[config.mk]
export PLATFORM = sky130hd
export DESIGN_NAME = rtc_field_editor
export DESIGN_NICKNAME = d
export VERILOG_FILES = /design/src/rtl/rtc_bus_pkg.sv /design/src/rtl/rtc_write_seq.sv /design/src/rtl/rtc_field_editor.sv
export SDC_FILE = /design/constraint.sdc
export NUM_CORES = 1
export LEC_CHECK = 0
export BUFFER_PORTS_ARGS = -buffer_cell sky130_fd_sc_hd__buf_2
export CORE_MARGIN = 1
export CORE_UTILIZATION = 40
export CTS_CLUSTER_SIZE = 16
export DETAILED_ROUTE_END_ITERATION = 12
export GPL_ROUTABILITY_DRIVEN = 0
export SETUP_SLACK_MARGIN = 0.05
export SYNTH_ARGS = -nofsm -noshare
export SYNTH_HDL_FRONTEND = slang
export SYNTH_SLANG_ARGS = --single-unit
[constraint.sdc]
create_clock -name clk -period 5.4 [get_ports clk]
set_input_delay 0.27 -clock clk [delete_from_list [all_inputs] [get_ports clk]]
set_output_delay 0.27 -clock clk [all_outputs]
set_load 0.01 [all_outputs]
[src/rtl/rtc_bus_pkg.sv]
// Shared definitions for the RTC field editors: bus sequencer states,
// register addresses and encoding helpers.
package rtc_bus_pkg;

    typedef enum logic [2:0] {
        ST_IDLE,
        ST_A_SETUP,
        ST_A_STROBE,
        ST_A_HOLD,
        ST_D_SETUP,
        ST_D_STROBE,
        ST_D_HOLD,
        ST_DONE
    } seq_state_t;

    localparam logic [7:0] RTC_ADDR_SEC   = 8'h20;
    localparam logic [7:0] RTC_ADDR_MIN   = 8'h21;
    localparam logic [7:0] RTC_ADDR_HOUR  = 8'h22;
    localparam logic [7:0] RTC_ADDR_DATE  = 8'h23;
    localparam logic [7:0] RTC_ADDR_MONTH = 8'h24;
    localparam logic [7:0] RTC_ADDR_YEAR  = 8'h25;
    localparam logic [7:0] RTC_ADDR_DOW   = 8'h26;

    function automatic int unsigned phase_cnt_w(input int unsigned t);
        return (t <= 1) ? 1 : $clog2(t);
    endfunction

    // Packed BCD of 0..99: {tens, ones}.
    function automatic logic [7:0] bin2bcd(input logic [7:0] v);
        logic [7:0] tens;
        logic [7:0] ones;
        tens = v / 8'd10;
        ones = v % 8'd10;
        return {tens[3:0], ones[3:0]};
    endfunction

endpackage

[src/rtl/rtc_write_seq.sv]
// Write-only RTC bus sequencer: address phase then data phase, each split
// into setup/strobe/hold of T_PHASE cycles, followed by a one-cycle DONE.
module rtc_write_seq
    import rtc_bus_pkg::*;
#(
    parameter int unsigned T_PHASE = 4
) (
    input  logic       clk,
    input  logic       rst,
    input  logic       req,
    input  logic [7:0] addr,
    input  logic [7:0] data,
    output logic [7:0] bus_data,
    output logic       bus_oe,
    output logic       cs_n,
    output logic       rd_n,
    output logic       wr_n,
    output logic       ad,
    output logic       busy,
    output logic       done
);

    localparam int unsigned    CW   = phase_cnt_w(T_PHASE);
    localparam logic [CW-1:0]  LAST = CW'(T_PHASE - 1);

    seq_state_t    state;
    logic [CW-1:0] cnt;
    logic [7:0]    data_q;

    assign rd_n = 1'b1;

    // Pin values are set on the edge that enters each state, so every
    // output is a flop and changes coincide with the state change.
    always_ff @(posedge clk or posedge rst) begin
        if (rst) begin
            state    <= ST_IDLE;
            cnt      <= '0;
            data_q   <= '0;
            bus_data <= '0;
            bus_oe   <= 1'b0;
            cs_n     <= 1'b1;
            wr_n     <= 1'b1;
            ad       <= 1'b0;
            busy     <= 1'b0;
            done     <= 1'b0;
        end else begin
            done <= 1'b0;
            case (state)
                ST_IDLE: begin
                    if (req) begin
                        state    <= ST_A_SETUP;
                        cnt      <= '0;
                        data_q   <= data;
                        bus_data <= addr;
                        bus_oe   <= 1'b1;
                        cs_n     <= 1'b0;
                        wr_n     <= 1'b1;
                        ad       <= 1'b0;
                        busy     <= 1'b1;
                    end
                end
                ST_DONE: begin
                    state <= ST_IDLE;
                    busy  <= 1'b0;
                end
                default: begin
                    if (cnt != LAST) begin
                        cnt <= cnt + CW'(1);
                    end else begin
                        cnt <= '0;
                        case (state)
                            ST_A_SETUP: begin
                                state <= ST_A_STROBE;
                                wr_n  <= 1'b0;
                            end
                            ST_A_STROBE: begin
                                state <= ST_A_HOLD;
                                wr_n  <= 1'b1;
                            end
                            ST_A_HOLD: begin
                                state    <= ST_D_SETUP;
                                ad       <= 1'b1;
                                bus_data <= data_q;
                            end
                            ST_D_SETUP: begin
                                state <= ST_D_STROBE;
                                wr_n  <= 1'b0;
                            end
                            ST_D_STROBE: begin
                                state <= ST_D_HOLD;
                                wr_n  <= 1'b1;
                            end
                            ST_D_HOLD: begin
                                state    <= ST_DONE;
                                cs_n     <= 1'b1;
                                ad       <= 1'b0;
                                bus_oe   <= 1'b0;
                                bus_data <= '0;
                                done     <= 1'b1;
                            end
                            default: state <= ST_IDLE;
                        endcase
                    end
                end
            endcase
        end
    end

endmodule

[src/rtl/rtc_field_editor.sv]
// One RTC calendar/time field: wrapping up/down counter with direct load,
// and a single-deep pending write that is pushed to the RTC bus sequencer.
module rtc_field_editor
    import rtc_bus_pkg::*;
#(
    parameter int unsigned WIDTH    = 8,
    parameter int unsigned MIN_VAL  = 1,
    parameter int unsigned MAX_VAL  = 7,
    parameter logic [7:0]  REG_ADDR = RTC_ADDR_DOW,
    parameter bit          BCD      = 1'b1,
    parameter int unsigned T_PHASE  = 4
) (
    input  logic             clk,
    input  logic             reset,
    input  logic             en,
    input  logic             up,
    input  logic             down,
    input  logic             load,
    input  logic [WIDTH-1:0] load_val,
    output logic [WIDTH-1:0] value,
    output logic [7:0]       bus_data,
    output logic             bus_oe,
    output logic             cs_n,
    output logic             rd_n,
    output logic             wr_n,
    output logic             ad,
    output logic             busy,
    output logic             done
);

    localparam logic [WIDTH-1:0] MIN_W  = WIDTH'(MIN_VAL);
    localparam logic [WIDTH-1:0] MAX_W  = WIDTH'(MAX_VAL);
    localparam logic [WIDTH-1:0] SPAN_W = WIDTH'(MAX_VAL - MIN_VAL);

    logic [WIDTH-1:0] nxt;
    logic [WIDTH-1:0] load_off;
    logic             change;
    logic             pending;
    logic [7:0]       bin_byte;
    logic [7:0]       data_byte;

    // Offset compare: values below MIN wrap to large numbers, so one
    // unsigned test covers both ends of the legal range.
    assign load_off = load_val - MIN_W;

    always_comb begin
        nxt    = value;
        change = 1'b0;
        if (en) begin
            if (load) begin
                if (load_off <= SPAN_W) begin
                    nxt    = load_val;
                    change = 1'b1;
                end
            end else if (up && !down) begin
                nxt    = (value == MAX_W) ? MIN_W : value + WIDTH'(1);
                change = 1'b1;
            end else if (down && !up) begin
                nxt    = (value == MIN_W) ? MAX_W : value - WIDTH'(1);
                change = 1'b1;
            end
        end
    end

    always_ff @(posedge clk or posedge reset) begin
        if (reset) begin
            value   <= MIN_W;
            pending <= 1'b0;
        end else begin
            value <= nxt;
            if (change) begin
                pending <= 1'b1;
            end else if (pending && !busy) begin
                pending <= 1'b0;
            end
        end
    end

    assign bin_byte  = 8'(value);
    assign data_byte = BCD ? bin2bcd(bin_byte) : bin_byte;

    rtc_write_seq #(
        .T_PHASE (T_PHASE)
    ) u_seq (
        .clk      (clk),
        .rst      (reset),
        .req      (pending),
        .addr     (REG_ADDR),
        .data     (data_byte),
        .bus_data (bus_data),
        .bus_oe   (bus_oe),
        .cs_n     (cs_n),
        .rd_n     (rd_n),
        .wr_n     (wr_n),
        .ad       (ad),
        .busy     (busy),
        .done     (done)
    );

endmodule

==> results.md, run 1 <==
STA:
- For the pin with the worst max-slew slack, the measured transition is 1.11 ns.
- The max-slew violation count was 0.
- Between clock sinks in the finished design, the worst skew comes to 0.00655 ns.
- Setup violations remaining at the end of the flow were counted as 0.
- Timing would allow up to just under 0.3 GHz.
- Setup repair after global routing left no endpoint under its margin.
- The normalized max-slew margin is between 20% and 30%.
- The setup TNS is 0 ns.
- The period utilization is roughly 63%.
- The hold violation count in the final report is 0.
- The final critical delay including setup and external delays is between 3 and 4 ns.

Setup path:
- The family with the most delay on the worst path is compound AO/OA/AOI/OAI gates.
- The signal on the critical path passes through inv_2, ha_1, or2b_1, o31ai_1, a31oi_4, o221ai_2, o311a_1, nor3_2, or3_1, a31oi_1.
- The data required time of the worst path is about 5.6 ns.
- STA classifies the critical path endpoint as a flip-flop.
- The depth of the most critical reg-to-reg path is 10.
- The launch point of the worst reg-to-reg path is value[5].
- Data arrives at the worst endpoint at 3.63 ns.
- The critical path starts at value[5].
- In this run the worst path has a maximum fanout of 24.
- STA classifies the critical path startpoint as a flip-flop.
- The endpoint identified for the worst register-to-register timing path is u_seq.data_q[3].
- The category of the critical setup timing path is flip-flop to flip-flop.
- For this design, the slowest cell found on the critical path is sky130_fd_sc_hd__dfrtp_1.
- The largest stage delay on the critical path is 0.83 ns.
- The setup check on the worst reg-to-reg path leaves a slack of slightly below 2 ns.
- The number of buffers and inverters on the critical path is 1.

Drt:
- In the final routed layout, each cell accounts on average for ~14 um.
- The remaining design rule violation count is 0.
- The count of nets left with antenna violations once routing finished came out at 0.
- After detailed routing, the total wire length is about 6400 um.
- The vias after detailed routing is approximately 2.5k.
- For this run, the detailed router's first-pass iteration total came to 4.
- The iteration-0 DRC count of the detailed router is approximately 120.
- The post-detailed-route via-to-cell ratio is roughly 5.5.

Yosys:
- Synthesis produced a netlist with a net count of around 380.
- The area share of the leading cell type in the synthesized netlist is between 20% and 30%.
- Synthesis handed over a netlist of around 340 instances.
- The fraction of registers with async set/reset is 100%.
- In this run, synthesis inferred 0 flip-flops with an integrated enable.
- During synthesis, Yosys emitted a total of 0 warnings.
- Synthesis inferred 36 register bits.
- The main flop type after synthesis is sky130_fd_sc_hd__dfrtp_1.
- By area the synthesized netlist is led by sky130_fd_sc_hd__dfrtp_1 (29%), sky130_fd_sc_hd__ha_1 (7.8%), sky130_fd_sc_hd__o21ai_0 (4.9%).
- Synthesis instantiated 72 different standard cells from the library.
- Dividing the synthesized area by the synthesized cell count gives roughly 8.3 um2.
- After synthesis the cells add up to between 2000 and 3000 um2.
- The cell taking the most area after synthesis is sky130_fd_sc_hd__dfrtp_1.
- By count the netlist is led by sky130_fd_sc_hd__nand2_1 (35), sky130_fd_sc_hd__dfrtp_1 (33), sky130_fd_sc_hd__nor2_1 (32).
- The sequential-to-total area share from yosys stat is 31.5%.
- In the post-synthesis netlist, the cell with the most instances is sky130_fd_sc_hd__nand2_1.

Min path:
- In this run the worst hold path is classified as input port to async pin.

Finish:
- Relative to the synthesized area, the layout overhead comes to 8.81%.
- The number of fill cells in the layout is 719.
- The final layout contains around 400 nets.
- The fraction of layout instances using a drive strength above 1 is between 20% and 30%.
- The number of antenna diodes in the final layout is 0.

Clock network:
- The clock tree from TritonCTS is done.
- The post-CTS repair timing setup buffer count is 0.
- The number of gates resized after CTS was 0.
- The maximum buffer depth of the clock tree is 2.
- The H-tree generated during clock tree synthesis spans 2 levels.
- The insertion delay of the later-clocked pin in the worst-skew pair is about 0.29 ns.
- Clock-pin slew was measured on the worst setup and hold paths at around 0.08 ns.
- The cts-stage hold buffer count is 0.
- Buffers inserted during clock tree synthesis total 5.
- The root cell of the clock tree is sky130_fd_sc_hd__clkbuf_8.
- The tree built by TritonCTS fans out to 36 sinks.

Power:
- The leakage power of the design is 1.41 nW.
- In this run the power density over the cells is about 540 nW/um2.
- VDD sags by at most 218 uV.
- The total power is between 1.5 and 2 mW.

Floorplanning:
- The floorplan step defined a die boundary enclosing approximately 7500 um2.
- The total core area is between 6000 and 7000 um2.
- The top-level I/O count is 37.
- The overall die width is 86.7 um.
- The floorplan has 30 rows.
- The die extent in y is a little under 90 um.
- The initial utilization of the core area, before any placement, comes to a little over two fifths.

Global route:
- The largest net degree at the start of global routing is 37.
- The global routing usage summed across all routing layers is 18.1%.
- The via count of the first global-routing pass was between 2k and 2.5k.
- The total overflow left after global routing is 0.
- The initial antenna violation count is 0.
- The first global-routing pass estimated around 11,000 um of wire.

Placement:
- The HPWL after detailed placement is about 4600 um.
- Port buffering added 35 buffers.

Status:
- The run finished with clean final reports.

Run:
- The tool flagged a number of max-cap violations equal to 0.
==> registers in the layout, indices dropped and copies added (netlist names) <==
signal and count:
pending 1, u_seq.bus_oe 1, u_seq.ad 1, u_seq.cnt 2, value 8, u_seq.wr_n 1, u_seq.busy 1, u_seq.done 1
u_seq.bus_data 8, u_seq.state 3, u_seq.data_q 8, u_seq.cs_n 1
==> worst min-delay path, delay by kind of cell <==
kind	cells	cell delay [ns]
buf+inv	3	0.53
==> logic make-up (layout without fill, tap and decap cells) <==
logic type               Yosys count  count (layout)  synth area share [%]
multiplexers                       7               7                  2.66
XOR/XNOR                           2               2                 0.610
flip-flops                        36              36                  31.5
buffers and inverters             47              67                  7.93
other                              1               1                 0.131
AND/OR/NAND/NOR                  118             118                  20.9
AO/OA/AOI/OAI                    113             113                  27.6
adder cells (fa/ha/maj)           20              20                  8.59
==> worst max-delay path by stage <==
stage / depth (start not counted) / slack [ns] / to
floorplan: 11 / 2.55 / u_seq.data_q[2]
global placement: 10 / 2.18 / u_seq.data_q[2]
detailed placement: 10 / 2.04 / u_seq.data_q[2]
finish: 10 / 1.99 / u_seq.data_q[3]
CTS: 10 / 2.02 / u_seq.data_q[3]
global route: 10 / 1.71 / u_seq.data_q[2]
==> cells in the final DEF, fill, tap and decap left out, drive strengths merged, types with 5 or more instances in the layout <==
cell type,netlist,routed
a221oi,6,6
a21oi,21,21
nor2,32,32
o211ai,5,5
nor2b,5,5
buf,13,37
nor3,7,7
dfrtp,33,33
ha,18,18
a22o,7,7
o21ai,38,38
nand3,9,9
inv,22,22
clkbuf,12,5
mux2,5,5
and3,5,5
nand2,35,35
==> final cells by class <==
| type | count | area (um2) | area share (%) |
|---|---|---|---|
| flip-flops and latches | 36 | 905 | 29.0 |
| repair buffers | 37 | 190 | 6.09 |
| clock inverters | 3 | 18.8 | 0.601 |
| inverters | 22 | 82.6 | 2.64 |
| well taps | 96 | 120 | 3.85 |
| clock buffers | 5 | 68.8 | 2.20 |
| multi-input cells | 261 | 1740 | 55.6 |
==> routing by layer <==
layer	part of all wire, %	vias up	track usage, %
met5	0	-	0
met4	1.2	0	4.55
met3	2.3	9	2.95
met2	46	37	28.8
met1	51	1191	25.7
li1	-	1284	-
==> metrics by stage <==
stage | std cells | area (um2) | setup slack [ns] | hold slack, ns | utilization (%)
floorplan | 344 | 2870 | 2.55 | 0.403 | -
global placement | 452 | 3040 | 2.18 | 0.406 | 44.2
detailed placement | 452 | 3040 | 2.04 | 0.405 | 44.2
CTS | 460 | 3120 | 2.02 | 0.0863 | 45.5
global route | 460 | 3120 | 1.71 | 0.122 | 45.5
finish | 460 | 3120 | 1.99 | 0.0703 | 45.5
==> where the power goes <==
| part | switching [mW] | total [mW] | leakage [nW] | internal [mW] |
|---|---|---|---|---|
| registers | 0.169 | 0.558 | 0.439 | 0.390 |
| clock network | 0.105 | 0.195 | 0.0479 | 0.0900 |
| logic | 0.526 | 0.926 | 0.926 | 0.400 |
| total | 0.800 | 1.68 | 1.41 | 0.879 |
Note: power is estimated with default switching activity, not from simulation.
==> run 2, diff against run 1 <==
--- a/config.mk
+++ b/config.mk
@@ -5,6 +5,7 @@
 export SDC_FILE = /design/constraint.sdc
 export NUM_CORES = 1
 export LEC_CHECK = 0
+export ABC_AREA = 1
 export BUFFER_PORTS_ARGS = -buffer_cell sky130_fd_sc_hd__buf_2
 export CORE_MARGIN = 1
 export CORE_UTILIZATION = 40
==> constraint.sdc (replaced) <==
create_clock -name clk -period 3.1 [get_ports clk]
set_input_delay 0.155 -clock clk [delete_from_list [all_inputs] [get_ports clk]]
set_output_delay 0.155 -clock clk [all_outputs]
set_load 0.01 [all_outputs]
==> run 2 against run 1 <==
Die area fell by 7.7%. Clock power rose by 81%. Fmax rose by 27%. Combinational power rose by 93%. Synthesized area fell by 7.9%. First-iteration DRC count fell by 45%.
==> results.md, run 2 <==
Placement:
- Once placement finished, the instance area stood at approximately 2900 um2.
- The number of placed instances, taps included, is 463.
- The number of port buffers is 35.
- Detailed placement finished with a half-perimeter wire length of 4230 um.

Min path:
- The min-delay analysis places its worst path in the category input port to flip-flop.
- The worst hold path was traced through 3 stages.
- The startpoint of the tightest hold check path is load_val[1].
- The capture endpoint of the worst hold path is value[1].

Clock network:
- The clock-pin slew reported for the worst setup and hold paths after clock tree synthesis is approximately 0.08 ns.
- The clock passes through at most 2 buffers.
- Buffers inserted during clock tree synthesis total 5.
- The clock tree from TritonCTS is done.
- The root cell of the clock tree is sky130_fd_sc_hd__clkbuf_8.
- The clock sink total is 36.
- The post-CTS repair timing setup buffer count is 0.
- CTS built an H-tree with a depth of 2.
- The insertion delay of the later-clocked pin in the worst-skew pair is between 0.2 and 0.3 ns.

Power:
- The relative contribution of the clock network to total power is 11.9%.
- The switching power of the nets is 1.46 mW.
- In this run the power density over the cells is a little under 1000 nW/um2.
- The switching power share of the total is about 49%.
- The leakage power of the design is 1.58 nW.
- Total power for the finished layout comes to between 2 and 3 mW.
- Sequential cells account for ~27% of the total power.
- Across the VDD grid, the largest voltage drop is between 500 and 600 uV.
- The power share of the combinational group is between 60% and 70%.
- The cell-internal power is 1.50 mW.

Yosys:
- The number of synthesized flops with an enable pin is 0.
- The leading cell type by number of instances after synthesis is sky130_fd_sc_hd__nand2_1.
- The post-synthesis average cell area is 7.41 um2.
- The combined area of all synthesized cells is ~2600 um2.
- The cell taking the most area after synthesis is sky130_fd_sc_hd__dfrtp_1.
- For this run, asynchronously set or reset flops after synthesis account for 100%.
- The synthesized design contains 36 register bits.
- After synthesis, the cell types taking the most area are sky130_fd_sc_hd__dfrtp_1 (31%), sky130_fd_sc_hd__nand2_1 (11%), sky130_fd_sc_hd__ha_1 (8.5%).
- After synthesis, the most frequently instantiated cells are sky130_fd_sc_hd__nand2_1 (75), sky130_fd_sc_hd__inv_1 (49), sky130_fd_sc_hd__o21ai_0 (38).
- The area share of the leading cell type in the synthesized netlist is between 30% and 40%.
- The gate count after technology mapping is ~360.
- Among all flip-flop cells after synthesis, the most frequent one is sky130_fd_sc_hd__dfrtp_1.
- The synthesis warning total is 0.
- The number of nets in the synthesized netlist is 389.
- The number of distinct library cells after synthesis is 34.
- Sequential elements use 34.2% of the synthesized area.

Drt:
- The post-detailed-route via-to-cell ratio is between 4 and 5.
- The remaining design rule violation count is 0.
- The total met3 wirelength after detailed routing is between 200 and 250 um.
- After detailed routing, the average wire length per cell comes to roughly 12 um.
- The highest signal layer in the routed design is met4.
- The total routed wire length on the met1 layer is 2750 um.
- For this block, the routed nets add up to approximately 5500 um of wire.
- The first detailed-routing pass ran for 4 iterations.
- The count of nets left with antenna violations once routing finished came out at 0.
- Detailed routing placed a total of approximately 2500 um of wire on met2.
- The vias after detailed routing is between 2k and 2.5k.
- The iteration-0 DRC count of the detailed router is 65.

Setup path:
- The worst setup path is of the flip-flop to flip-flop kind.
- The setup slack of the most critical reg-to-reg path is roughly 0.42 ns.
- The highest fanout seen on the critical path is 8.
- The worst setup path is captured at a flip-flop.
- The launch point of the worst reg-to-reg path is value[6].
- The number of cells on the worst reg-to-reg path is 24.
- At the worst endpoint, the required time is 3.29 ns.
- The signal arrival time at the worst endpoint is 2.86 ns.
- The endpoint of the lowest-slack register-to-register path is u_seq.data_q[1].
- The worst setup path is launched from a flip-flop.

Floorplanning:
- The overall die width is 83.3 um.
- The top-level I/O count is 37.
- The total core area is 6350 um2.
- In this run the vertical extent of the chip is about 83 um.
- The placement row count is 29.
- The starting density of the core is roughly two fifths.
- The overall die area is between 6000 and 7000 um2.

STA:
- The period utilization is 86.4%.
- Setup repair after global routing left no endpoint under its margin.
- For the pin with the worst max-slew slack, the measured transition is about 0.57 ns.
- The clock period could shrink to approximately 2.7 ns.
- The max-slew violation count was 0.
- The final setup skew is 0.00590 ns.
- The final-report setup violation count is 0.
- For the final routed database, the setup TNS stands at 0 ns.
- The maximum frequency from static timing analysis is ~0.37 GHz.
- The worst pin sits at a relative slew slack of slightly above 60%.
- The hold violation count in the final report was 0.
- The tightest hold path in the finished design has a slack of approximately 0.16 ns.

Global route:
- Global routing finished with a remaining overflow of 0.
- The via count of the first global-routing pass is between 2k and 2.5k.
- The first global-routing pass estimated between 9000 and 10,000 um of wire.
- Entering global routing, the biggest net connects 37 pins.
- Across every metal layer, demand over resource in global routing totals around 17%.
- The initial antenna violation count was 0.

Status:
- The run finished with clean final reports.

Finish:
- The area growth from synthesis to layout is 13.4%.
- The number of fill cells in the layout is 630.
- 0 antenna diodes ended up in the layout.
- Leaving out fill and tap cells, the most frequent cell in the layout is sky130_fd_sc_hd__nand2_1.
- The top cell types in the final layout, fill and taps aside, are sky130_fd_sc_hd__nand2_1 (75), sky130_fd_sc_hd__inv_1 (49), sky130_fd_sc_hd__o21ai_0 (38).
- Of the cells placed in the final design, the portion with a size suffix greater than 1 is between 20% and 30%.
- The final non-filler cell total is between 400 and 500.
- At the end of the flow, the number of nets in the layout was 426.
- With fillers left out, the area of the finished cells amounts to 3000 um2.
- The largest registers in the layout are u_seq.bus_data: 8 flops, u_seq.data_q: 8 flops, value: 8 flops.

Run:
- Across the run, the number of max-cap violations was 0.
==> run 2: cell type report <==
cell class                      instances  area [um2]  share of cell area [%]
Clock buffer                            7        86.3                    2.88
Timing Repair Buffer                   40         215                    7.18
Inverter                               61         229                    7.64
Clock inverter                          1        7.51                   0.250
Multi-Input combinational cell        250        1460                    48.6
Sequential cell                        36         906                    30.2
Tap cell                               77        96.3                    3.21
==> run 2: worst max-delay path by stage <==
| stage | start | to | cells after the start |
|---|---|---|---|
| 6_report | value[6] | u_seq.data_q[1] | 24 |
| 5_1_grt | value[6] | u_seq.data_q[2] | 24 |
| 3_3_place_gp | value[5] | u_seq.data_q[1] | 24 |
| 3_5_place_dp | value[5] | u_seq.data_q[2] | 26 |
| 4_1_cts | value[5] | u_seq.data_q[2] | 24 |
| 2_1_floorplan | value[5] | u_seq.data_q[1] | 27 |
==> run 2: layer usage <==
metal	vias up	track usage, %
li1	1230	-
met1	1062	22.5
met2	42	28.2
met3	2	3.78
met4	0	3.76
met5	-	0
==> run 2: critical path, stage by stage (launching register included) <==
cell                      delay (ns)
sky130_fd_sc_hd__dfrtp_1        0.48
sky130_fd_sc_hd__inv_2          0.13
sky130_fd_sc_hd__ha_1           0.28
sky130_fd_sc_hd__inv_1          0.07
sky130_fd_sc_hd__nand3_2        0.07
sky130_fd_sc_hd__nand2_2        0.09
sky130_fd_sc_hd__nand2_4        0.08
sky130_fd_sc_hd__nand2_4        0.08
sky130_fd_sc_hd__nand2_2        0.05
sky130_fd_sc_hd__nand2_2        0.08
sky130_fd_sc_hd__inv_2          0.06
sky130_fd_sc_hd__nand2_4        0.08
sky130_fd_sc_hd__nand3_4        0.08
sky130_fd_sc_hd__nand2_1        0.10
sky130_fd_sc_hd__nand3_1        0.11
sky130_fd_sc_hd__nand2_1        0.11
sky130_fd_sc_hd__nand4_2        0.13
sky130_fd_sc_hd__nand3_2        0.09
sky130_fd_sc_hd__nand2_1        0.07
sky130_fd_sc_hd__inv_2          0.07
sky130_fd_sc_hd__nand2_2        0.06
sky130_fd_sc_hd__nand2_1        0.05
sky130_fd_sc_hd__nand2_1        0.05
sky130_fd_sc_hd__nand2_1        0.05
sky130_fd_sc_hd__nand2_1        0.04
==> run 2: what timing repair did <==
action	in CTS	in global routing
gates resized for setup	0	1
endpoints found under the setup margin	0	1
endpoints found under the hold margin	33	0
hold buffers	1	0
==> run 2: power by group through the flow <==
stage	sequential (mW)	clock, mW	combinational, mW
2_1_floorplan	0.807	0	1.41
3_3_place_gp	0.814	0	1.78
3_5_place_dp	0.821	0	1.80
4_1_cts	0.811	0.363	1.81
5_1_grt	0.836	0.385	2.07
6_report	0.810	0.352	1.79
==> run 2: metrics by stage <==
step | utilization (%) | worst slack, ns
after CTS | 47.2 | 0.309
after detailed placement | 45.6 | 0.327
after global routing | 47.2 | 0.116
after floorplan | - | 0.578
final | 47.2 | 0.422
after global placement | 45.6 | 0.409
==> run 2: kinds of logic after synthesis <==
kind of cell,synth area share (%)
simple gates,28.6
other cells,0.142
flops,34.2
compound gates,15.9
buf+inv,10.6
xor+xnor,1.99
fa+ha+maj,8.52
==> run 3, diff against run 2 <==
--- a/config.mk
+++ b/config.mk
@@ -5,7 +5,6 @@
 export SDC_FILE = /design/constraint.sdc
 export NUM_CORES = 1
 export LEC_CHECK = 0
-export ABC_AREA = 1
 export BUFFER_PORTS_ARGS = -buffer_cell sky130_fd_sc_hd__buf_2
 export CORE_MARGIN = 1
 export CORE_UTILIZATION = 40
==> constraint.sdc (replaced) <==
create_clock -name clk -period 2.5 [get_ports clk]
set_input_delay 0.125 -clock clk [delete_from_list [all_inputs] [get_ports clk]]
set_output_delay 0.125 -clock clk [all_outputs]
set_load 0.01 [all_outputs]
==> run 3 against run 2 <==
Cell area up 15%. Utilization is 3.2 points higher. Fmax rose by 7.7%. Critical endpoint is now u_seq.data_q[2]. Via count grew 12%. Critical path depth is 14 lower. Sequential power increased by 35%. Largest cell class unchanged. Wire length up 22%. Critical path type unchanged.
==> results.md, run 3 (synthesized netlist as in run 1, its figures left out) <==
Drt:
- The residual antenna-violating net count after detailed routing is 0.
- The vias after detailed routing is approximately 2.6k.
- The iteration-0 DRC count of the detailed router is 77.
- Before antenna repair, the detailed router went through 4 iterations.
- The post-detailed-route via-to-cell ratio is approximately 5.3.
- Summed over all layers, the routed wires come to between 6000 and 7000 um.
- The remaining design rule violation count is 0.
- The detailed-route wire length per cell is roughly 14 um.

Clock network:
- The insertion delay of the later-clocked pin in the worst-skew pair is around 0.3 ns.
- The total number of H-tree levels is 2.
- Clock tree synthesis inserted a total of 5 buffers.
- The clock drives 36 sinks.
- The root cell of the clock tree is sky130_fd_sc_hd__clkbuf_8.
- After clock tree synthesis, the clock-pin slew on the worst setup and hold paths is approximately 0.080 ns.
- The maximum buffer depth of the clock tree is 2.
- The clock tree from TritonCTS is done.

Global route:
- The first global-routing pass estimated between 10,000 and 15,000 um of wire.
- The total congestion overflow after global routing is 0.
- The routing usage on met2 is between 30% and 40%.
- The met1 track demand over resource is roughly 25%.
- The largest net degree at the start of global routing is 37.
- For met3 alone, demand over resource in global routing was ~3.1%.
- The via count of the first global-routing pass is between 2k and 2.5k.
- The initial antenna violation count is 0.
- The global routing usage summed across all routing layers is between 10% and 20%.
- The highest-utilization routing layer at the global route stage is met2.

Finish:
- The final non-filler cell total is approximately 490.
- Leaving out fill and tap cells, the most frequent cells in the layout are sky130_fd_sc_hd__nand2_1 (35), sky130_fd_sc_hd__buf_2 (35), sky130_fd_sc_hd__nor2_1 (32).
- The post-route cell area is 3460 um2.
- The fraction of layout instances using a drive strength above 1 is slightly below 30%.
- The number of antenna diodes is 0.
- The count of nets after finishing is around 430.
- The area added between synthesis and finish is 20.6%.
- In the final layout, the registers with the most flip-flops are u_seq.bus_data: 8 flops, u_seq.data_q: 8 flops, value: 8 flops.
- The final core utilization is roughly half.

Setup path:
- The depth of the most critical reg-to-reg path is 10.
- The worst setup path is captured at a flip-flop.
- On the worst path, the slowest cell contributes a delay of 0.42 ns.
- In this run the worst setup path terminates at u_seq.data_q[2].
- In this run the critical register-to-register path is captured at u_seq.data_q[2].
- The slowest stage of the critical path is the sky130_fd_sc_hd__dfrtp_1 cell.
- In this run the critical register-to-register path is launched from value[6].
- The highest fanout seen on the critical path is 8.
- STA puts the critical path data arrival time at around 2.7 ns.
- The data required time of the worst path is 2.74 ns.
- The worst setup path is of the flip-flop to flip-flop kind.
- Traced cell by cell, the critical path runs through inv_6, ha_4, and4b_1, o21ai_2, o211ai_4, buf_6, a211o_1, a22o_1, or4_1, nand3_1.
- The critical path launch point type is a flip-flop.
- The worst setup path startpoint is value[6].
- The setup slack of the most critical reg-to-reg path is roughly 0.014 ns.

STA:
- The max-slew violation count is 0.
- The hold violation count in the final report came to 0.
- Derived from the worst setup path, the maximum achievable clock frequency is slightly above 0.4 GHz.
- The post-route worst setup slack is around 0.014 ns.
- Between clock sinks in the finished design, the worst skew comes to about 0.0067 ns.
- The clock period could shrink to 2.49 ns.
- Setup violations remaining at the end of the flow were counted as 0.
- The period utilization is between 90% and 100%.
- Setup repair after global routing could not meet its margin everywhere.

Power:
- Power spread over the standard cell area amounts to approximately 1200 nW/um2.
- The leakage power of the design is about 1.6 nW.
- The peak supply drop is a little under 500 uV.

Placement:
- The number of port buffers is 35.
- The pre-CTS worst setup slack is around 0.017 ns.
- The post-detailed-placement half-perimeter wirelength is roughly 5000 um.
- Once placement finished, the instance area stood at 3270 um2.
- Including well taps, the total number of placed cells is between 400 and 500.

Floorplanning:
- The total core area is 6870 um2.
- The overall die area is between 7000 and 8000 um2.
- The overall die width is between 80 and 90 um.
- The placement row count is 30.
- The top-level I/O count is 37.
- Once the floorplan was initialized, standard cells occupied 41.8% of the core.
- The die is 86.7 um tall.

Status:
- The flow ran to the end, and the final reports show no timing, DRC or antenna violations.

Min path:
- The kind of path behind the tightest hold check is input port to flip-flop.

Run:
- The number of max-capacitance violations reported is 0.
==> run 3: cell count changes in the layout (fill, tap and decap cells not counted), moves of 5 or more <==
cell | previous run | this run
sky130_fd_sc_hd__nand3_2 | 7 | 1
sky130_fd_sc_hd__inv_2 | 11 | 1
sky130_fd_sc_hd__and3_1 | 0 | 5
sky130_fd_sc_hd__xor2_1 | 6 | 0
sky130_fd_sc_hd__nand2_2 | 13 | 0
sky130_fd_sc_hd__nand2_1 | 75 | 35
sky130_fd_sc_hd__a221oi_1 | 0 | 5
sky130_fd_sc_hd__a22o_1 | 1 | 7
sky130_fd_sc_hd__o21ai_0 | 38 | 27
sky130_fd_sc_hd__nor2b_1 | 0 | 5
sky130_fd_sc_hd__inv_1 | 49 | 20
sky130_fd_sc_hd__buf_4 | 4 | 31
sky130_fd_sc_hd__nand3_1 | 16 | 8
sky130_fd_sc_hd__nor2_1 | 18 | 32
==> run 3: critical path: cells and delay by family (launching register included) <==
kind	cells	cell delay (ns)
adder cells (fa/ha/maj)	1	0.27
flip-flops	1	0.42
buffers and inverters	2	0.21
AND/OR/NAND/NOR	3	0.67
AO/OA/AOI/OAI	4	0.86
==> run 3: what timing repair did <==
action | 4_1_cts | 5_1_grt
pin swaps | 6 | 6
endpoints found under the setup margin | 3 | 7
hold endpoints to repair | 33 | 0
setup buffers | 2 | 2
resized for setup | 3 | 11
hold buffers | 1 | 0
==> run 3: worst min path at each step <==
stage	start	endpoint	slack (ns)	cells past startpoint
floorplan	en	pending	0.26	1
global placement	reset	value[7]	0.26	3
detailed placement	reset	value[7]	0.26	3
CTS	en	pending	0.06	2
global route	en	pending	0.06	2
finish	en	pending	0.06	2
==> run 3: routing by layer <==
| layer | vias up | part of all wire [%] |
|---|---|---|
| met4 | 0 | 1.0 |
| met2 | 44 | 48 |
| li1 | 1335 | - |
| met3 | 7 | 2.7 |
| met5 | - | 0 |
| met1 | 1229 | 48 |
==> run 3: report_power, final <==
group	switching (mW)	internal (mW)	total [mW]
clock network	0.229	0.194	0.423
registers	0.244	0.848	1.09
logic	1.39	1.18	2.57
==> run 3: stage by stage <==
step	TNS (ns)	total power [mW]	hold slack [ns]
global placement	0	3.46	0.259
global route	-0.212	4.48	0.0617
finish	0	4.09	0.0641
floorplan	-0.233	2.85	0.258
detailed placement	0	3.50	0.261
CTS	0	3.99	0.0585
==> run 3: cell type report <==
cell class                 instances  area, um2
clock buffer                       5       68.8
clock inverter                     3       18.8
fill                             676       3410
inverter                          22       87.6
multi-input combinational        261       1830
sequential                        36        907
tap                               96        120
timing repair buffer              68        429
